[config.mk]
export PLATFORM = sky130hd
export DESIGN_NAME = irq_ctrl
export DESIGN_NICKNAME = d
export VERILOG_FILES = /design/src/rtl/irq_ctrl.sv
export SDC_FILE = /design/constraint.sdc
export NUM_CORES = 1
export LEC_CHECK = 0
export CAP_MARGIN = 20
export CORE_MARGIN = 2
export CORE_UTILIZATION = 48
export CTS_BUF_LIST = sky130_fd_sc_hd__clkbuf_2 sky130_fd_sc_hd__clkbuf_4 sky130_fd_sc_hd__clkbuf_8
export DETAILED_ROUTE_END_ITERATION = 8
export PLACE_DENSITY = 0.89
export SYNTH_ARGS = -nofsm -noshare
export SYNTH_HDL_FRONTEND = slang
export SYNTH_SLANG_ARGS = --single-unit
export TNS_END_PERCENT = 20
[constraint.sdc]
create_clock -name i_clk -period 3.49 [get_ports i_clk]
set_clock_uncertainty 0.2 [all_clocks]
set_input_delay 0.698 -clock i_clk [delete_from_list [all_inputs] [get_ports i_clk]]
set_output_delay 0.698 -clock i_clk [all_outputs]
set_load 0.05 [all_outputs]
[src/rtl/irq_ctrl.sv]
// irq_ctrl: interrupt/exception controller for the execute stage.
// Collects edge/level external IRQ lines and synchronous exception pulses,
// picks a single winner, and issues a registered one-cycle take request
// together with the cause code and the saved PC. Mask, pending, cause and
// EPC are visible on the special-register bus.
module irq_ctrl #(
  parameter int            RW        = 16,
  parameter int            NIRQ      = 8,
  parameter int            NEXC      = 3,
  parameter logic [RW-1:0] EDGE_MASK = 16'h00ff,
  parameter int            MEM_IDX   = 2,
  parameter logic [RW-1:0] SR_BASE   = 16'h0040,
  parameter logic [RW-1:0] MASK_RST  = '0
) (
  input  logic            i_clk,
  input  logic            i_rst,
  input  logic [NIRQ-1:0] i_irq,
  input  logic [NEXC-1:0] i_exc,
  input  logic            i_glob_en,
  input  logic [RW-1:0]   i_exec_pc,
  input  logic [RW-1:0]   i_mem_pc,
  input  logic            i_irt,
  input  logic [RW-1:0]   i_sr_addr,
  input  logic            i_sr_we,
  input  logic [RW-1:0]   i_sr_data,
  output logic [RW-1:0]   o_sr_data,
  output logic            o_take,
  output logic [7:0]      o_cause,
  output logic [RW-1:0]   o_epc,
  output logic            o_in_handler,
  output logic            o_double_fault
);

  localparam logic [RW-1:0]   ADDR_MASK  = SR_BASE;
  localparam logic [RW-1:0]   ADDR_PEND  = SR_BASE + RW'(1);
  localparam logic [RW-1:0]   ADDR_CAUSE = SR_BASE + RW'(2);
  localparam logic [RW-1:0]   ADDR_EPC   = SR_BASE + RW'(3);
  localparam logic [NIRQ-1:0] EDGE_LINES = EDGE_MASK[NIRQ-1:0];
  localparam logic [6:0]      MEM_IDX7   = 7'(MEM_IDX);

  typedef enum logic {
    ST_IDLE,
    ST_HANDLER
  } state_t;

  state_t          state_q, state_d;
  logic            take_q, take_d;
  logic            df_q, df_d;
  logic [7:0]      cause_q, cause_d;
  logic [RW-1:0]   epc_q, epc_d;
  logic [NIRQ-1:0] mask_q, mask_d;
  logic [NIRQ-1:0] pending_q, pending_d;
  logic [NIRQ-1:0] hist_q, hist_d;

  logic            wr_mask, wr_pend, wr_epc;
  logic            exc_any, irq_any;
  logic [6:0]      exc_idx, irq_idx;
  logic [NIRQ-1:0] irq_req, irq_sel;
  logic [NIRQ-1:0] take_clr, edge_clr, edge_rise;
  logic [RW-1:0]   sr_rdata;

  // Decode SR bus write strobes for the writable registers
  always_comb begin
    wr_mask = i_sr_we && (i_sr_addr == ADDR_MASK);
    wr_pend = i_sr_we && (i_sr_addr == ADDR_PEND);
    wr_epc  = i_sr_we && (i_sr_addr == ADDR_EPC);
  end

  // Lowest-index exception wins; scanning downward leaves the lowest set bit
  always_comb begin
    exc_any = |i_exc;
    exc_idx = '0;
    for (int j = NEXC - 1; j >= 0; j--) begin
      if (i_exc[j]) begin
        exc_idx = 7'(j);
      end
    end
  end

  // Lowest-index enabled pending IRQ wins, with a one-hot of the winner for clearing
  always_comb begin
    irq_req = i_glob_en ? (pending_q & mask_q) : '0;
    irq_any = |irq_req;
    irq_idx = '0;
    irq_sel = '0;
    for (int i = NIRQ - 1; i >= 0; i--) begin
      if (irq_req[i]) begin
        irq_idx    = 7'(i);
        irq_sel    = '0;
        irq_sel[i] = 1'b1;
      end
    end
  end

  // Control FSM: decide on a take in IDLE, watch for faults and return in HANDLER
  always_comb begin
    state_d  = state_q;
    take_d   = 1'b0;
    df_d     = df_q;
    cause_d  = cause_q;
    epc_d    = epc_q;
    mask_d   = mask_q;
    take_clr = '0;

    if (wr_mask) begin
      mask_d = i_sr_data[NIRQ-1:0];
    end
    if (wr_epc) begin
      epc_d = i_sr_data;
    end

    case (state_q)
      ST_IDLE: begin
        if (exc_any) begin
          state_d = ST_HANDLER;
          take_d  = 1'b1;
          cause_d = {1'b0, exc_idx};
          epc_d   = (exc_idx == MEM_IDX7) ? i_mem_pc : i_exec_pc;
        end else if (irq_any) begin
          state_d  = ST_HANDLER;
          take_d   = 1'b1;
          cause_d  = {1'b1, irq_idx};
          epc_d    = i_exec_pc;
          take_clr = irq_sel;
        end
      end
      ST_HANDLER: begin
        if (exc_any) begin
          df_d = 1'b1;
        end
        if (i_irt) begin
          state_d = ST_IDLE;
        end
      end
      default: begin
        state_d = ST_IDLE;
      end
    endcase
  end

  // Pending bits: edge lines latch rising edges until cleared, level lines follow the pin
  always_comb begin
    hist_d    = i_irq;
    edge_rise = i_irq & ~hist_q & EDGE_LINES;
    edge_clr  = (wr_pend ? i_sr_data[NIRQ-1:0] : '0) | take_clr;
    pending_d = (EDGE_LINES & (edge_rise | (pending_q & ~edge_clr)))
              | (~EDGE_LINES & i_irq);
  end

  // State and register update with synchronous reset
  always_ff @(posedge i_clk) begin
    if (i_rst) begin
      state_q   <= ST_IDLE;
      take_q    <= 1'b0;
      df_q      <= 1'b0;
      cause_q   <= '0;
      epc_q     <= '0;
      mask_q    <= MASK_RST[NIRQ-1:0];
      pending_q <= '0;
      hist_q    <= '0;
    end else begin
      state_q   <= state_d;
      take_q    <= take_d;
      df_q      <= df_d;
      cause_q   <= cause_d;
      epc_q     <= epc_d;
      mask_q    <= mask_d;
      pending_q <= pending_d;
      hist_q    <= hist_d;
    end
  end

  // SR read mux, zero for addresses outside the register window
  always_comb begin
    sr_rdata = '0;
    if (i_sr_addr == ADDR_MASK) begin
      sr_rdata = RW'(mask_q);
    end else if (i_sr_addr == ADDR_PEND) begin
      sr_rdata = RW'(pending_q);
    end else if (i_sr_addr == ADDR_CAUSE) begin
      sr_rdata = RW'(cause_q);
    end else if (i_sr_addr == ADDR_EPC) begin
      sr_rdata = epc_q;
    end
  end

  assign o_sr_data      = sr_rdata;
  assign o_take         = take_q;
  assign o_cause        = cause_q;
  assign o_epc          = epc_q;
  assign o_in_handler   = (state_q == ST_HANDLER);
  assign o_double_fault = df_q;

endmodule

==> impl_metrics.env <==
export IMPL_outcome="completed"
export IMPL_max_freq_mhz=294.0
export IMPL_dp_hpwl_um=7485
export IMPL_netlist_top_cells_area="dfxtp_1 (32%), and3_1 (5.3%), a31o_2 (5.1%)"
export IMPL_drv_cap=0
export IMPL_cp_end_kind="primary output"
export IMPL_switching_share_pct=29.36
export IMPL_viasPerCell=5.890
export IMPL_synth_ff_type="dfxtp_1"
export IMPL_core_area_um2=5921
export IMPL_yosys_warnings=0
export IMPL_antenna_found_initial=0
export IMPL_initial_utilization_pct=49.56
export IMPL_dpl_cell_area_um2=4360
export IMPL_drc_errors=0
export IMPL_first_iter_violations=235
export IMPL_rows=28
export IMPL_p_int_mw=0.9311
export IMPL_cp_required_ns=2.59
export IMPL_pwr_share_seq_pct=45.3
export IMPL_synth_top_cell_by_area="dfxtp_1"
export IMPL_drtPass1Iterations=6
export IMPL_grt_max_degree=35
export IMPL_drv_slew=0
export IMPL_final_hold_viol_count=0
export IMPL_cts_tree="done"
export IMPL_grt_use_met2_pct=48.79
export IMPL_grt_pass1_wl_um=14650
export IMPL_yosysMostFrequentCell="dfxtp_1"
export IMPL_grt_pass1_vias=3023
export IMPL_cts_sinks=47
export IMPL_synth_seq_cells=47
export IMPL_finalCritPeriodShare_pct=97.46
export IMPL_hold_buffers=0
export IMPL_multi_input_area_um2=1812
export IMPL_finalInstanceArea_um2=4464
export IMPL_crit_path_max_incr_delay_ns=0.44
export IMPL_min_period_ns=3.401
export IMPL_arrival_ns=2.50
export IMPL_final_core_util_pct=75.40
export IMPL_insertedDiodeCount=0
export IMPL_postCtsSetupRepairBufs=0
export IMPL_reg2reg_from="pending_q[5]$_SDFF_PP0_"
export IMPL_grtUsageTotal_pct=28.07
export IMPL_root_buffer="clkbuf_8"
export IMPL_dpl_cell_count=547
export IMPL_synth_distinct_cells=45
export IMPL_p_leak_nw=1.772
export IMPL_ys_seq_area_share_pct=32.07
export IMPL_grt_overflow=0
export IMPL_area_sequential_um2=940.9
export IMPL_setup_tns_ns=0
export IMPL_clk_latency_ns=0.30
export IMPL_startpoint_type="input pin"
export IMPL_syn_avg_cell_area_um2=8.039
export IMPL_layout_drive_gt1_share_pct=14.79
export IMPL_slew_headroom_pct=53.56
export IMPL_cts_inserted_buffers=5
export IMPL_finalPower_mw=1.318
export IMPL_io_pins=123
export IMPL_crit_chain="clkdlybuf4s50_1, nor4_4, and4_1, buf_4, and3_1, buf_12"
export IMPL_htree_levels=2
export IMPL_cts_repair_resized=0
export IMPL_area_delta_synth_final_pct=52.15
export IMPL_worst_pin_slew_ns=0.6966
export IMPL_met1_usage_pct=35.71
export IMPL_route_vias_total=3269
export IMPL_critical_path_class="input pin to primary output"
export IMPL_path_delay_family="simple AND/OR/NAND/NOR gates"
export IMPL_fin_nets=559
export IMPL_worstHoldStart="o_cause[1]$_SDFFE_PP0P_"
export IMPL_synth_common_cells="dfxtp_1 (47), nand2_1 (38), and3_1 (25)"
export IMPL_instances_no_fill=555
export IMPL_rsz0062_at_grt="false"
export IMPL_setup_viol=0
export IMPL_gr_usage_met3_pct=5.761
export IMPL_synth_edf_count=0
export IMPL_gp_congestion=0.9592
export IMPL_synth_cell_area_um2=2934
export IMPL_combPwrFrac_pct=27.4
export IMPL_p_switching_mw=0.3870
export IMPL_top_usage_layer="met2"
export IMPL_dieArea_um2=6754
export IMPL_clk_transition_reported_paths_ns=0.08
export IMPL_die_y_um=82.19
export IMPL_portBuffers=118
export IMPL_crit_path_max_fanout=25
export IMPL_cts_buffer_depth=2
export IMPL_clock_power_share_pct=27.3
export IMPL_dieWidth_um=82.19
export IMPL_cp_slowest_cell="clkdlybuf4s50_1"
export IMPL_critical_path_buf_inv_count=3
export IMPL_synthArstFlopShare_pct=0
export IMPL_ir_drop_v=0.0002765
export IMPL_synth_top_area_share_pct=32.07
export IMPL_ant_nets=0
export IMPL_min_path_type="flop to flop"
export IMPL_wl_per_cell_um=17.31
export IMPL_fill_cells=430
export IMPL_startpoint="i_sr_addr[15]"
export IMPL_power_density_cell_area_nw_per_um2=295.3
export IMPL_syn_inst=365
export IMPL_routed_wl_um=9608
## kinds of logic (layout without fill, tap and decap cells)
kind of cell	after synthesis	in the layout	share of synthesized area [%]
AND/OR/NAND/NOR	163	163	32.33
multiplexers	12	12	4.264
buffers and inverters	42	154	6.567
other	1	4	0.1278
flip-flops	47	47	32.07
AO/OA/AOI/OAI	100	100	24.65
## state kept, by name, indices dropped and copies added, names as in the netlist
signal / count
o_take: 1
pending_q: 8
o_in_handler: 1
o_epc: 16
o_double_fault: 1
hist_q: 8
o_cause: 4
mask_q: 8
## per-stage QoR
step,hold slack [ns],setup WS (ns)
final,0.2711,0.08860
after detailed placement,0.2595,0.09484
after global placement,0.2520,0.1409
after floorplan,0.2456,0.2261
after CTS,0.2711,0.09130
after global routing,0.2816,0.009776
## layer usage
layer	share of wire [%]	vias up	wire length, µm
li1	-	1560	-
met1	40	1501	3801
met2	49	186	4723
met3	9.4	22	901
met4	1.9	0	181
met5	0	-	0
## final timing paths
check,to,slack [ns],cells after the start
setup / recovery,o_sr_data[12],0.09,6
hold / removal,o_cause[1]$_SDFFE_PP0P_,0.27,2
setup reg to reg,o_epc[10]$_SDFF_PP0_,1.38,5
hold reg to reg,o_cause[1]$_SDFFE_PP0P_,0.27,2
## cell type report
cell class	instances	area share [%]
repair buffers	136	33.07
inverters	10	0.8408
multi-input cells	279	40.58
well taps	75	2.102
flip-flops and latches	47	21.08
clock buffers	8	2.326
## placed cells by master, fill, tap and decap left out, types with 5 or more instances in the layout
cell / Yosys / routed
nor2_1: 21 / 21
dfxtp_1: 47 / 47
buf_4: 5 / 18
clkbuf_8: 0 / 7
a221oi_1: 5 / 5
mux2i_1: 8 / 8
a41o_1: 7 / 7
a21boi_0: 17 / 17
clkdlybuf4s50_1: 0 / 102
nor2b_1: 17 / 17
inv_1: 10 / 10
and3_1: 25 / 25
nand3b_1: 16 / 16
a31o_2: 17 / 17
a21oi_1: 21 / 21
buf_12: 0 / 16
o21ai_0: 16 / 16
nand3_1: 20 / 20
nand2_1: 38 / 38
nor3_1: 7 / 7
## power groups by stage
stage                     sequential (mW)  combinational [mW]  clock, mW
after CTS                           0.595               0.360      0.364
after detailed placement            0.608               0.358          0
after global placement              0.606               0.351          0
after floorplan                     0.666               0.124          0
after global routing                0.600               0.383      0.391
final                               0.597               0.362      0.360
## worst reg2reg max path: cells and delay by family, from the launching register on
| family | cells | cell delay [ns] |
|---|---|---|
| compound gates | 4 | 1.25 |
| flops | 1 | 0.35 |
| simple gates | 1 | 0.20 |
(Power assumes the default switching activity.)
